$ cat config.mk
export PLATFORM = sky130hd
export DESIGN_NAME = prbs31_bert_ctrl_flat
export DESIGN_NICKNAME = d
export VERILOG_FILES = /design/src/rtl/prbs31_pkg.sv /design/src/rtl/prbs31_bert_ctrl_if.sv /design/src/rtl/prbs31_lfsr.sv /design/src/rtl/prbs31_bert_ctrl.sv /design/src/flat_wrapper.sv
export SDC_FILE = /design/constraint.sdc
export NUM_CORES = 1
export LEC_CHECK = 0
export CAP_MARGIN = 20
export CORE_MARGIN = 5
export CORE_UTILIZATION = 49
export CTS_CLUSTER_DIAMETER = 80
export DETAILED_ROUTE_END_ITERATION = 12
export DONT_BUFFER_PORTS = 1
export PLACE_DENSITY = 0.6
export SYNTH_ARGS = -nofsm -noshare
export SYNTH_HDL_FRONTEND = slang
export SYNTH_HIERARCHICAL = 1
export SYNTH_SLANG_ARGS = --single-unit
export TNS_END_PERCENT = 30
$ cat constraint.sdc
create_clock -name clk -period 5.2 [get_ports clk]
set_clock_uncertainty 0.15 [all_clocks]
set_input_delay 1.04 -clock clk [delete_from_list [all_inputs] [get_ports clk]]
set_output_delay 1.04 -clock clk [all_outputs]
set_load 0.02 [all_outputs]
$ cat src/rtl/prbs31_pkg.sv
// Shared types and constants for the PRBS31 bit-error-rate tester.
package prbs31_pkg;

  typedef enum logic [1:0] {
    ST_IDLE  = 2'd0,
    ST_SEED  = 2'd1,
    ST_CHECK = 2'd2,
    ST_DONE  = 2'd3
  } state_t;

  localparam int PRBS_LEN = 31;
  localparam int TAP_A    = 30;
  localparam int TAP_B    = 27;

  localparam logic [PRBS_LEN-1:0] DEFAULT_SEED = 31'd1;

endpackage

$ cat src/rtl/prbs31_bert_ctrl_if.sv
// Control/status and serial bit bundle of the BERT controller.
interface prbs31_bert_ctrl_if #(
  parameter int CNT_W = 16
);
  logic             start;
  logic             stop;
  logic             inject_err;
  logic             rx_bit;
  logic             tx_bit;
  logic [1:0]       state;
  logic             locked;
  logic             done;
  logic             lock_lost;
  logic [CNT_W-1:0] err_count;
  logic [CNT_W-1:0] bit_count;

  modport master (
    output start, stop, inject_err, rx_bit,
    input  tx_bit, state, locked, done, lock_lost, err_count, bit_count
  );

  modport slave (
    input  start, stop, inject_err, rx_bit,
    output tx_bit, state, locked, done, lock_lost, err_count, bit_count
  );
endinterface

$ cat src/rtl/prbs31_lfsr.sv
// 31-bit shift register for x^31+x^28+1. With EXT_IN=0 it free-runs on its
// own feedback and presents the MSB; with EXT_IN=1 it shifts in ext_bit and
// presents the tap XOR, i.e. the bit the sequence predicts next.
module prbs31_lfsr
  import prbs31_pkg::*;
#(
  parameter bit EXT_IN = 1'b0
) (
  input  logic                clk,
  input  logic                rst_n,
  input  logic                en,
  input  logic                load,
  input  logic [PRBS_LEN-1:0] load_value,
  input  logic                ext_bit,
  output logic                out_bit
);
  logic [PRBS_LEN-1:0] q;
  logic                fb;
  logic                shift_in;

  assign fb       = q[TAP_A] ^ q[TAP_B];
  assign shift_in = EXT_IN ? ext_bit : fb;
  assign out_bit  = EXT_IN ? fb : q[TAP_A];

  // Register update: load has priority over shifting.
  always_ff @(posedge clk) begin
    if (!rst_n) begin
      q <= '0;
    end else if (load) begin
      q <= load_value;
    end else if (en) begin
      q <= {q[PRBS_LEN-2:0], shift_in};
    end
  end
endmodule

$ cat src/rtl/prbs31_bert_ctrl.sv
// PRBS31 BERT controller: generator, self-synchronising checker, and the
// run/measure FSM with bit, error and consecutive-error counters.
//
// state    | meaning
// ---------+-----------------------------------------------------------
// ST_IDLE  | no run; generator frozen, tx low, counters held for readout
// ST_SEED  | filling the checker with 31 received bits, no error counting
// ST_CHECK | locked; every received bit compared and counted
// ST_DONE  | window complete; results held until next start
module prbs31_bert_ctrl
  import prbs31_pkg::*;
#(
  parameter int                  WINDOW      = 1024,
  parameter int                  CNT_W       = 16,
  parameter int                  LOSS_THRESH = 8,
  parameter logic [PRBS_LEN-1:0] SEED        = DEFAULT_SEED
) (
  input logic              clk,
  input logic              rst_n,
  prbs31_bert_ctrl_if.slave bus
);
  localparam int               CW       = $clog2(LOSS_THRESH + 1);
  localparam logic [CNT_W-1:0] WIN_LAST = CNT_W'(WINDOW - 1);
  localparam logic [CW-1:0]    CON_LAST = CW'(LOSS_THRESH - 1);
  localparam logic [4:0]       LOAD_END = 5'(PRBS_LEN - 1);

  state_t           st;
  logic [4:0]       load_cnt;
  logic [CW-1:0]    consec;
  logic [CNT_W-1:0] err_count;
  logic [CNT_W-1:0] bit_count;
  logic             lock_lost;

  logic running;
  logic begin_run;
  logic gen_bit;
  logic expected;
  logic err;
  logic loss;

  assign running   = (st == ST_SEED) || (st == ST_CHECK);
  assign begin_run = ((st == ST_IDLE) || (st == ST_DONE)) && bus.start && !bus.stop;
  assign err       = bus.rx_bit ^ expected;
  assign loss      = err && (consec == CON_LAST);

  prbs31_lfsr #(.EXT_IN(1'b0)) u_gen (
    .clk        (clk),
    .rst_n      (rst_n),
    .en         (running),
    .load       (begin_run),
    .load_value (SEED),
    .ext_bit    (1'b0),
    .out_bit    (gen_bit)
  );

  prbs31_lfsr #(.EXT_IN(1'b1)) u_chk (
    .clk        (clk),
    .rst_n      (rst_n),
    .en         (running),
    .load       (begin_run),
    .load_value ('0),
    .ext_bit    (bus.rx_bit),
    .out_bit    (expected)
  );

  assign bus.tx_bit    = running ? (gen_bit ^ bus.inject_err) : 1'b0;
  assign bus.state     = st;
  assign bus.locked    = (st == ST_CHECK);
  assign bus.done      = (st == ST_DONE);
  assign bus.lock_lost = lock_lost;
  assign bus.err_count = err_count;
  assign bus.bit_count = bit_count;

  // Run sequencing and measurement counters; stop wins over everything but reset.
  always_ff @(posedge clk) begin
    if (!rst_n) begin
      st        <= ST_IDLE;
      load_cnt  <= '0;
      consec    <= '0;
      err_count <= '0;
      bit_count <= '0;
      lock_lost <= 1'b0;
    end else if (bus.stop) begin
      st <= ST_IDLE;
    end else begin
      case (st)
        ST_IDLE, ST_DONE: begin
          if (bus.start) begin
            st        <= ST_SEED;
            load_cnt  <= '0;
            consec    <= '0;
            err_count <= '0;
            bit_count <= '0;
            lock_lost <= 1'b0;
          end
        end
        ST_SEED: begin
          load_cnt <= load_cnt + 5'd1;
          if (load_cnt == LOAD_END) st <= ST_CHECK;
        end
        ST_CHECK: begin
          bit_count <= bit_count + 1'b1;
          if (err) begin
            if (err_count != '1) err_count <= err_count + 1'b1;
            consec <= consec + 1'b1;
          end else begin
            consec <= '0;
          end
          // Window end beats resync, but the loss is still recorded.
          if (bit_count == WIN_LAST) begin
            st <= ST_DONE;
            if (loss) lock_lost <= 1'b1;
          end else if (loss) begin
            st        <= ST_SEED;
            load_cnt  <= '0;
            consec    <= '0;
            lock_lost <= 1'b1;
          end
        end
        default: st <= ST_IDLE;
      endcase
    end
  end
endmodule

$ cat src/flat_wrapper.sv
// flat-port wrapper written by rule: the top's interface ports become plain ports
module prbs31_bert_ctrl_flat import prbs31_pkg::*;
#(
  parameter int                  WINDOW      = 1024,
  parameter int                  CNT_W       = 16,
  parameter int                  LOSS_THRESH = 8,
  parameter logic [PRBS_LEN-1:0] SEED        = DEFAULT_SEED
)
  (clk, rst_n, bus_start, bus_stop, bus_inject_err, bus_rx_bit, bus_tx_bit, bus_state, bus_locked, bus_done, bus_lock_lost, bus_err_count, bus_bit_count);
  prbs31_bert_ctrl_if #(.CNT_W(CNT_W)) bus_i ();
  input logic clk;
  input logic rst_n;
  input wire logic [$bits(bus_i.start)-1:0] bus_start;
  input wire logic [$bits(bus_i.stop)-1:0] bus_stop;
  input wire logic [$bits(bus_i.inject_err)-1:0] bus_inject_err;
  input wire logic [$bits(bus_i.rx_bit)-1:0] bus_rx_bit;
  output wire logic [$bits(bus_i.tx_bit)-1:0] bus_tx_bit;
  output wire logic [$bits(bus_i.state)-1:0] bus_state;
  output wire logic [$bits(bus_i.locked)-1:0] bus_locked;
  output wire logic [$bits(bus_i.done)-1:0] bus_done;
  output wire logic [$bits(bus_i.lock_lost)-1:0] bus_lock_lost;
  output wire logic [$bits(bus_i.err_count)-1:0] bus_err_count;
  output wire logic [$bits(bus_i.bit_count)-1:0] bus_bit_count;
  assign bus_i.start = bus_start;
  assign bus_i.stop = bus_stop;
  assign bus_i.inject_err = bus_inject_err;
  assign bus_i.rx_bit = bus_rx_bit;
  assign bus_tx_bit = bus_i.tx_bit;
  assign bus_state = bus_i.state;
  assign bus_locked = bus_i.locked;
  assign bus_done = bus_i.done;
  assign bus_lock_lost = bus_i.lock_lost;
  assign bus_err_count = bus_i.err_count;
  assign bus_bit_count = bus_i.bit_count;
  prbs31_bert_ctrl #(.WINDOW(WINDOW), .CNT_W(CNT_W), .LOSS_THRESH(LOSS_THRESH), .SEED(SEED)) u_core (.clk(clk), .rst_n(rst_n), .bus(bus_i));
endmodule
# Word-level counts from Yosys, hierarchy flattened
# Cells that the tools add are included.
# Widths: inputs -> output; s select.
[word_totals]
output_inout_bits = 38
regBits = 106
inputBits = 6
word_cells = 75
[op_classes]
n_bitwise = 6
n_eq_ne = 14
mux = 25
addsub = 4
n_reduce_logical = 17
[op_table]
columns = ["cell", "n"]
rows = [
  ["$pmux 16 s2", 2],
  ["$mux 16", 3],
  ["$add 16x1->16 const B", 2],
  ["$eq 16x10->1 const B", 1],
  ["$mux 4", 4],
  ["$ne 16x16->1 const B", 1],
  ["$mux 5", 3],
  ["$pmux 5 s3", 1],
  ["$mux 2", 4],
  ["$pmux 4 s2", 1],
  ["$reduce_and 4->1", 2],
  ["$ne 2x1->1 const B", 3],
  ["$ne 2x2->1 const B", 3],
  ["$pmux 2 s3", 1],
  ["$reduce_and 3->1", 2],
  ["$reduce_or 2->1", 3],
  ["$add 5x1->5 const B", 1],
  ["$eq 5x5->1 const B", 1],
  ["$mux 1", 5],
  ["$reduce_and 5->1", 1],
  ["$add 4x1->4 const B", 1],
  ["$eq 2x2->1 const B", 2],
  ["$eq 4x3->1 const B", 1],
  ["$reduce_bool 2->1", 2],
  ["other kinds (9)", 16],
]

# Longest topological paths before layout
# Gate-level depths: netlist of run 1.
[logic_depth]
word_depth = 6
depth_mapped = 8
mapped_depth_nobuf = 7

# Cells and area by module
# The synthesis of run 1 kept the hierarchy.
[by_module_without_submodules]
columns = ["mod", "n_inst", "area_per_inst_um2", "seq_area_each_um2", "cells_each"]
rows = [
  ["prbs31_bert_ctrl", 1, 2356.0, 880.8, 290],
  ["prbs31_lfsr (u_core.u_gen)", 1, 1704.1, 620.6, 139],
  ["prbs31_lfsr (u_core.u_chk)", 1, 1691.6, 620.6, 137],
]

# Least setup slack after synthesis of run 1
# No wires, ideal clock.
[synth_path]
kind = "in2reg"
from = "in bus_stop"
to = "reg u_core.err_count[15], in the netlist u_core/bus.err_count[15]"
path_buffers = 1
setup_slack_ns = 2.424
t_required_ns = 4.990
t_arrival_ns = 2.566
cell_stages = 6
setup_ns = 0.060
path_cell_list = "or2_2 clkbuf_1 nor3_2 a2bb2oi_1 or4b_2 nand2_1"
[synth_between]
elab_chain_cells = 2
[synth_lines]
columns = ["element", "line", "source"]
rows = [
  ["start, declared", "flat_wrapper.sv:14", "input wire logic [$bits(bus_i.stop)-1:0] bus_stop;"],
  ["$not 1->1 (no source line)", "--", ""],
  ["$reduce_and 5->1 (no source line)", "--", ""],
  ["end signal, assigned", "prbs31_bert_ctrl.sv:104", "if (err_count != '1) err_count <= err_count + 1'b1;"],
  ["end, declared", "prbs31_bert_ctrl.sv:30", "logic [CNT_W-1:0] err_count;"],
]
# Every way passes these cells.
# A chain may end at the register's enable or synchronous reset.

# Worst setup path in the final report of run 1
[layout_path]
from = "reg u_core.st[0], in the netlist u_core/bus.state[0]"
to = "reg u_core.err_count[6], in the netlist u_core/bus.err_count[6]"
[layout_between]
elab_chain_cells = 4
elab_cells_between_ends = 10
classes_between = "eq/ne (5); mux (1); reduce/logical (4)"
[layout_lines]
columns = ["element", "line", "source"]
rows = [
  ["start, declared", "prbs31_bert_ctrl.sv:27", "state_t st;"],
  ["start signal, assigned", "prbs31_bert_ctrl.sv:77", "st <= ST_IDLE;"],
  ["start signal, assigned", "prbs31_bert_ctrl.sv:84", "st <= ST_IDLE;"],
  ["start signal, assigned", "prbs31_bert_ctrl.sv:89", "st <= ST_SEED;"],
  ["$eq 2x2->1 / $logic_not 2->1 (equally long branches)", "prbs31_bert_ctrl.sv:86", "case (st)"],
  ["$reduce_or 2->1", "prbs31_bert_ctrl.sv:86", ""],
  ["$ne 2x2->1 (no source line) / $reduce_bool 2->1 (equally long branches)", "--", ""],
  ["$reduce_and 5->1 (no source line)", "--", ""],
]
# Parallel ways exist; a longest one is shown, timed or not.

==> summary.txt, run 1 <==
Timing
  – Final setup viols: 0
  – Fin. Hold Viols: 0
  – Minimum clock period: 3210 ps
  – RSZ-0062 raised after global routing: no
  – Fin crit share: 61.8%
  – Max-slew violation count: 0
  – Least-Margin Pin Slew: 1010 ps
  – Post-route setup TNS: 0 ps
  – Worst rel slew slack: 32.0%
  – Fmax: 311 MHz
  – Hold slack: 336 ps

Drt
  – 1st-iter DRT viols: 274
  – Vias per cell: 5.43
  – Antenna Nets Post-Route: 0
  – Total routed wirelength: 10.8 mm
  – Detailed Routing Iterations Pass 1: 5
  – Wire per inst: 14.3 um
  – Residual DRC count: 0
  – Via count: 4088

Synthesis
  – Yosys reg bits: 106
  – Seq/Total Area, Yosys: 36.9%
  – Netlist cell types: 58
  – Biggest area consumer among synthesized cells: dfxtp_1
  – Cell count after synthesis: 566
  – Number of enable flip-flop cells after synthesis: 0
  – Syn avg cell area: 10.2 um^2
  – Top_reg_cell synth: dfxtp_1
  – Most common cell in the synthesized netlist: dfxtp_1
  – Synth async-reset ratio: 0%
  – Share of Yosys cell area claimed by the top area cell type: 36.9%
  – Commonest cells post-synth: dfxtp_1 (106), o211a_1 (61), mux2_4 (59), nand2_1 (40), or2b_1 (38)
  – Synth warn: 6
  – Top post-synthesis cells by area: dfxtp_1 (37%), mux2_4 (15%), o211a_1 (11%)
  – Synthesized cell area: 5750 um^2

Placement
  – Detailed Place HPWL: 6.95 mm
  – Port Buffers: 0
  – Gpl congestion: 0.797

Critical path
  – Crit-path slowest cell: nor2b_1
  – CP max FO: 18
  – Critical path type: flop to flop
  – CP Depth: 8
  – Delay-heaviest family, CP: compound AO/OA/AOI/OAI gates
  – Critical Path Max Stage Delay: 630 ps
  – Crit path required time: 5300 ps
  – Crit path DAT: 3310 ps
  – CP Cell Sequence: inv_1, ha_1, nor2b_1, o31ai_2, buf_4, a21oi_1, o21ai_0, o31ai_1
  – Startpoint types: flop
  – Crit path buf inv count: 2
  – Crit. End Element: flop
  – Reg2reg path depth: 8

Outcome
  – Status: finished clean

Clocking
  – TritonCTS clock tree: yes
  – Post-cts sizing count: 0
  – Post-CTS Hold Buffers: 0
  – Post-CTS Setup Repair Bufs: 0
  – Clk slew on worst S/H paths: 70 ps
  – CTS buffer count: 9
  – Clock Sink Count: 106
  – CTS root buffer: clkbuf_16
  – CTS H-Tree Depth: 3
  – Clock buffer depth: 2
  – Worst skew pair latency: 340 ps

Power
  – Maximum vdd drop: 210 uV
  – P per Cell Area: 278 nW/um^2
  – Lkg Pwr: 0.00306 uW

Floorplan
  – Area of the core: 11500 um^2
  – Initial core utilization: 50.2%
  – Chip width: 118 um
  – Row count: 39
  – DIE HEIGHT: 118 um
  – Die ar.: 14000 um^2
  – Top Ports: 44

Flow run
  – Total of max-cap violations: 0

Finish
  – Area Overhead vs Synth: 9.38%
  – Final #Nets: 621
  – FF+latch area: 2120 um^2
  – # diodes: 0
  – Fillers: 1005
  – Multi-input gate area: 3630 um^2
  – Layout cells sized above 1: 14.9%

Global routing
  – Met3 GRT Util: 3.20%
  – Gr busiest metal: met2
  – Initial antenna violation count: 0
  – Largest net degree at the start of global routing: 126
  – Met1 usage: 19.4%
  – First-pass GRT wire length: 18.2 mm
  – Met2 GRT Util: 25.2%
  – Global Route Usage Sum: 15.4%
  – Vias in the first global route: 3898
  – Overflow after GRT: 0

Min path
  – Cell count of the worst hold path: 2
  – Worst hold path class: flop to flop
## registers in the layout (all words and copies together), names as in the netlist
| name | cells |
|---|---|
| u_core/u_chk/q | 31 |
| u_core/u_gen/q | 31 |
| u_core/bus.bit_count | 16 |
| u_core/bus.err_count | 16 |
| u_core/load_cnt | 5 |
| u_core/consec | 4 |
| u_core/bus.state | 2 |
| u_core/bus.lock_lost | 1 |
## logic make-up after synthesis
logic type | after synthesis | synth area share, %
adders and majority gates | 9 | 1.96
and+or+nand+nor | 202 | 20.2
other | 2 | 0.131
xor gates and xnor gates | 20 | 3.05
muxes | 62 | 16.0
AOI/OAI and AO/OA | 120 | 17.6
buffers and inverters | 45 | 4.11
DFF | 106 | 36.9
## metal layers
metal | vias up | wire length [um]
li1 | 2063 | -
met1 | 1945 | 4930
met2 | 72 | 5270
met3 | 8 | 434
met4 | 0 | 127
met5 | - | 0
## area by class of cell
cell class | instances | share of cell area, %
Multi-Input combinational cell | 475 | 57.6
Sequential cell | 106 | 33.7
Clock buffer | 12 | 4.08
Tap cell | 143 | 2.84
Timing Repair Buffer | 5 | 0.915
Inverter | 9 | 0.557
Clock inverter | 3 | 0.239
## cells in the final DEF (no fill, tap or decap), types with 13 or more instances in the layout
cell / instances
nand2_1: 40
conb_1: 62
nand3_1: 15
dfxtp_1: 106
nand2b_1: 26
or2b_1: 38
mux2_4: 59
nor2_1: 31
xor2_1: 13
o21ai_0: 19
o211a_1: 61
## path summary, 6_finish.rpt
| check | from | endpoint | slack (ps) |
|---|---|---|---|
| min reg2reg | u_core/consec[3] | u_core/consec[3] | 340 |
| max reg2reg | u_core/bus.state[0] | u_core/bus.err_count[6] | 1990 |
| min | u_core/consec[3] | u_core/consec[3] | 340 |
| max | u_core/bus.state[0] | u_core/bus.err_count[6] | 1990 |
## power breakdown
group	switching, uW	internal (uW)	total [uW]
Combinational	101	136	238
Sequential	26.5	855	881
Clock	285	346	632
## per-stage QoR
step           total power, uW  util, %  setup WS (ps)  cell area [um^2]  instances
6_report                  1750     54.9           1990              6290        753
5_1_grt                   1840     54.9           1790              6290        753
4_1_cts                   1780     54.6           1990              6260        752
3_5_place_dp              1140     52.3           2020              5990        737
3_3_place_gp              1130     52.3           2160              5990        737
2_1_floorplan             1110        -           2420              5980        626
## tightest hold or removal path, stage by stage (launching register included)
cell and delay (ps):
dfxtp_1 330, nand2_1 50, o21ai_0 60
(Power assumes the default switching activity.)
==> run 2, diff against run 1 <==
Clock period 5.2 ns to 3 ns, I/O delays scaled along.
==> run 2 against run 1 <==
  * Largest power group unchanged
  * Power up 73%
  * Via count up 1.1%
  * Die area unchanged
  * Highest routed layer unchanged
  * Fmax up 16%
  * Critical path type unchanged
==> summary.txt, run 2 (synthesis gave the netlist of run 1 again) <==
Clocking
  – CTS H-Tree Depth: 3 (unchanged)
  – CTS buffer count: 9 (unchanged)
  – CTS root buffer: clkbuf_16
  – Clock Sink Count: 106 (unchanged)
  – Clk slew on worst S/H paths: 70 ps (about the same)
  – TritonCTS clock tree: yes
  – Post-cts sizing count: 0 (unchanged)
  – Clock buffer depth: 2 (unchanged)
  – Post-CTS Hold Buffers: 0 (unchanged)
  – Post-CTS Setup Repair Bufs: 0 (unchanged)
  – Worst skew pair latency: 350 ps (about the same)

Timing
  – Fmax: 362 MHz (+16%)
  – Max-slew violation count: 0 (unchanged)
  – Fin. Hold Viols: 0 (unchanged)
  – Worst rel slew slack: 52.3% (+20 points)
  – Final setup viols: 0 (unchanged)
  – Minimum clock period: 2760 ps (-454 ps)
  – Least-Margin Pin Slew: 714 ps (-292 ps)
  – RSZ-0062 raised after global routing: no
  – Fin crit share: 92.0% (+30 points)
  – Post-route setup TNS: 0 ps (unchanged)

Critical path
  – CP Launch Point: u_core/bus.state[0]
  – Reg2reg path depth: 7 (-1)
  – R2R setup slack: 240 ps (-1750 ps)
  – Reg-to-reg endpoint: u_core/bus.err_count[3]
  – Crit. End Element: flop
  – Critical path type: flop to flop
  – CP max FO: 10 (-8)
  – Startpoint types: flop
  – Crit path required time: 3110 ps (-2190 ps)
  – Crit path DAT: 2860 ps (-450 ps)
  – R2R Path Start: u_core/bus.state[0]

Drt
  – Wire per inst: 14.4 um (+0.72%)
  – Residual DRC count: 0 (unchanged)
  – 1st-iter DRT viols: 207 (-24%)
  – Antenna Nets Post-Route: 0 (unchanged)
  – Via count: 4132 (+1.1%)
  – Total routed wirelength: 11.0 mm (+2.1%)
  – Detailed Routing Iterations Pass 1: 4 (-1)
  – Vias per cell: 5.42 (-0.25%)

Power
  – Final Power: 3020 uW (+73%)
  – Maximum vdd drop: 314 uV (+50%)
  – P per Cell Area: 475 nW/um^2 (+71%)
  – Lkg Pwr: 0.00311 uW (+1.8%)

Floorplan
  – Initial core utilization: 50.2% (unchanged)
  – Top Ports: 44 (unchanged)
  – Chip width: 118 um (unchanged)
  – Die ar.: 14000 um^2 (unchanged)
  – Area of the core: 11500 um^2 (unchanged)
  – Row count: 39 (unchanged)
  – DIE HEIGHT: 118 um (unchanged)

Finish
  – Non-Filler Instances: 763 (+1.3%)
  – # diodes: 0 (unchanged)
  – Most frequent cells in the layout: dfxtp_1 (106), conb_1 (62), o211a_1 (61)
  – Area Overhead vs Synth: 10.7%
  – Layout cells sized above 1: 16.5% (+1.5 points)
  – Leading cell type in the layout, fill and taps excluded: dfxtp_1
  – Largest regs: u_core/u_chk/q x31, u_core/u_gen/q x31
  – Fillers: 1034 (+2.9%)
  – Fin area: 6370 um^2 (+1.2%)
  – Final #Nets: 632 (+1.8%)

Placement
  – DP Cell Count: 749 (+1.6%)
  – Cell Area, Placed: 6110 um^2 (+1.9%)
  – Port Buffers: 0 (unchanged)
  – Detailed Place HPWL: 7.32 mm (+5.3%)
  – Gpl congestion: 0.789 (-0.99%)

Flow run
  – Total of max-cap violations: 0 (unchanged)

Global routing
  – Initial antenna violation count: 0 (unchanged)
  – Overflow after GRT: 0 (unchanged)
  – First-pass GRT wire length: 18.9 mm (+3.8%)
  – Global Route Usage Sum: 15.7% (+0.40 points)
  – Vias in the first global route: 3999 (+2.6%)
  – Largest net degree at the start of global routing: 87 (-31%)

Min path
  – Worst hold path class: input port to flop
  – Hold path startpoint: rst_n
  – Hold worst-path end: u_core/u_chk/q[0]
  – Cell count of the worst hold path: 1 (-1)

Outcome
  – Status: finished clean
run 2: cell count changes in the layout (fill, tap and decap cells not counted), sizes merged:
cell	previous run	this run
buf	5	16
clkbuf	12	10
clkinv	4	5
run 2: per-stage QoR:
stage	utilization [%]	worst slack [ps]	hold slack (ps)
floorplan	-	452	300
global route	55.5	12.3	226
detailed placement	53.3	387	336
CTS	55.5	263	223
finish	55.5	240	236
global placement	53.3	550	312
run 2: power by group:
group	internal, uW	switching (uW)	total (uW)
clock network	571	505	1080
logic	242	180	422
registers	1480	44.4	1530
total	2290	729	3020
run 2: final cells by class:
type | instances | area (um^2) | share of cell area, %
tap | 143 | 179 | 2.81
clock inverter | 4 | 20.0 | 0.314
inverter | 9 | 35.0 | 0.550
clock buffer | 10 | 239 | 3.75
timing repair buffer | 16 | 145 | 2.28
multi-input combinational | 475 | 3630 | 57.0
sequential | 106 | 2120 | 33.3
run 2: metal layers:
| metal | share of wire, % | wire, um | global-route usage, % | vias to the layer above |
|---|---|---|---|---|
| met5 | 0 | 0 | 0 | - |
| met4 | 2.7 | 296 | 7.81 | 0 |
| met2 | 48 | 5290 | 26.5 | 79 |
| li1 | - | - | - | 2084 |
| met1 | 45 | 4920 | 18.9 | 1951 |
| met3 | 4.4 | 480 | 3.44 | 18 |
run 2: worst max-delay path, stage by stage, from the launching register on:
cell,delay (ps)
dfxtp_1,380
inv_1,80
ha_1,300
nor2b_1,590
nor3_2,200
a21oi_1,600
o21ai_0,260
o31ai_1,120
run 2: worst max-delay path by stage:
| stage | endpoint |
|---|---|
| 2_1_floorplan | u_core/bus.err_count[15] |
| 3_3_place_gp | u_core/bus.err_count[10] |
| 3_5_place_dp | u_core/bus.err_count[3] |
| 4_1_cts | u_core/bus.err_count[3] |
| 5_1_grt | u_core/bus.err_count[3] |
| 6_report | u_core/bus.err_count[3] |
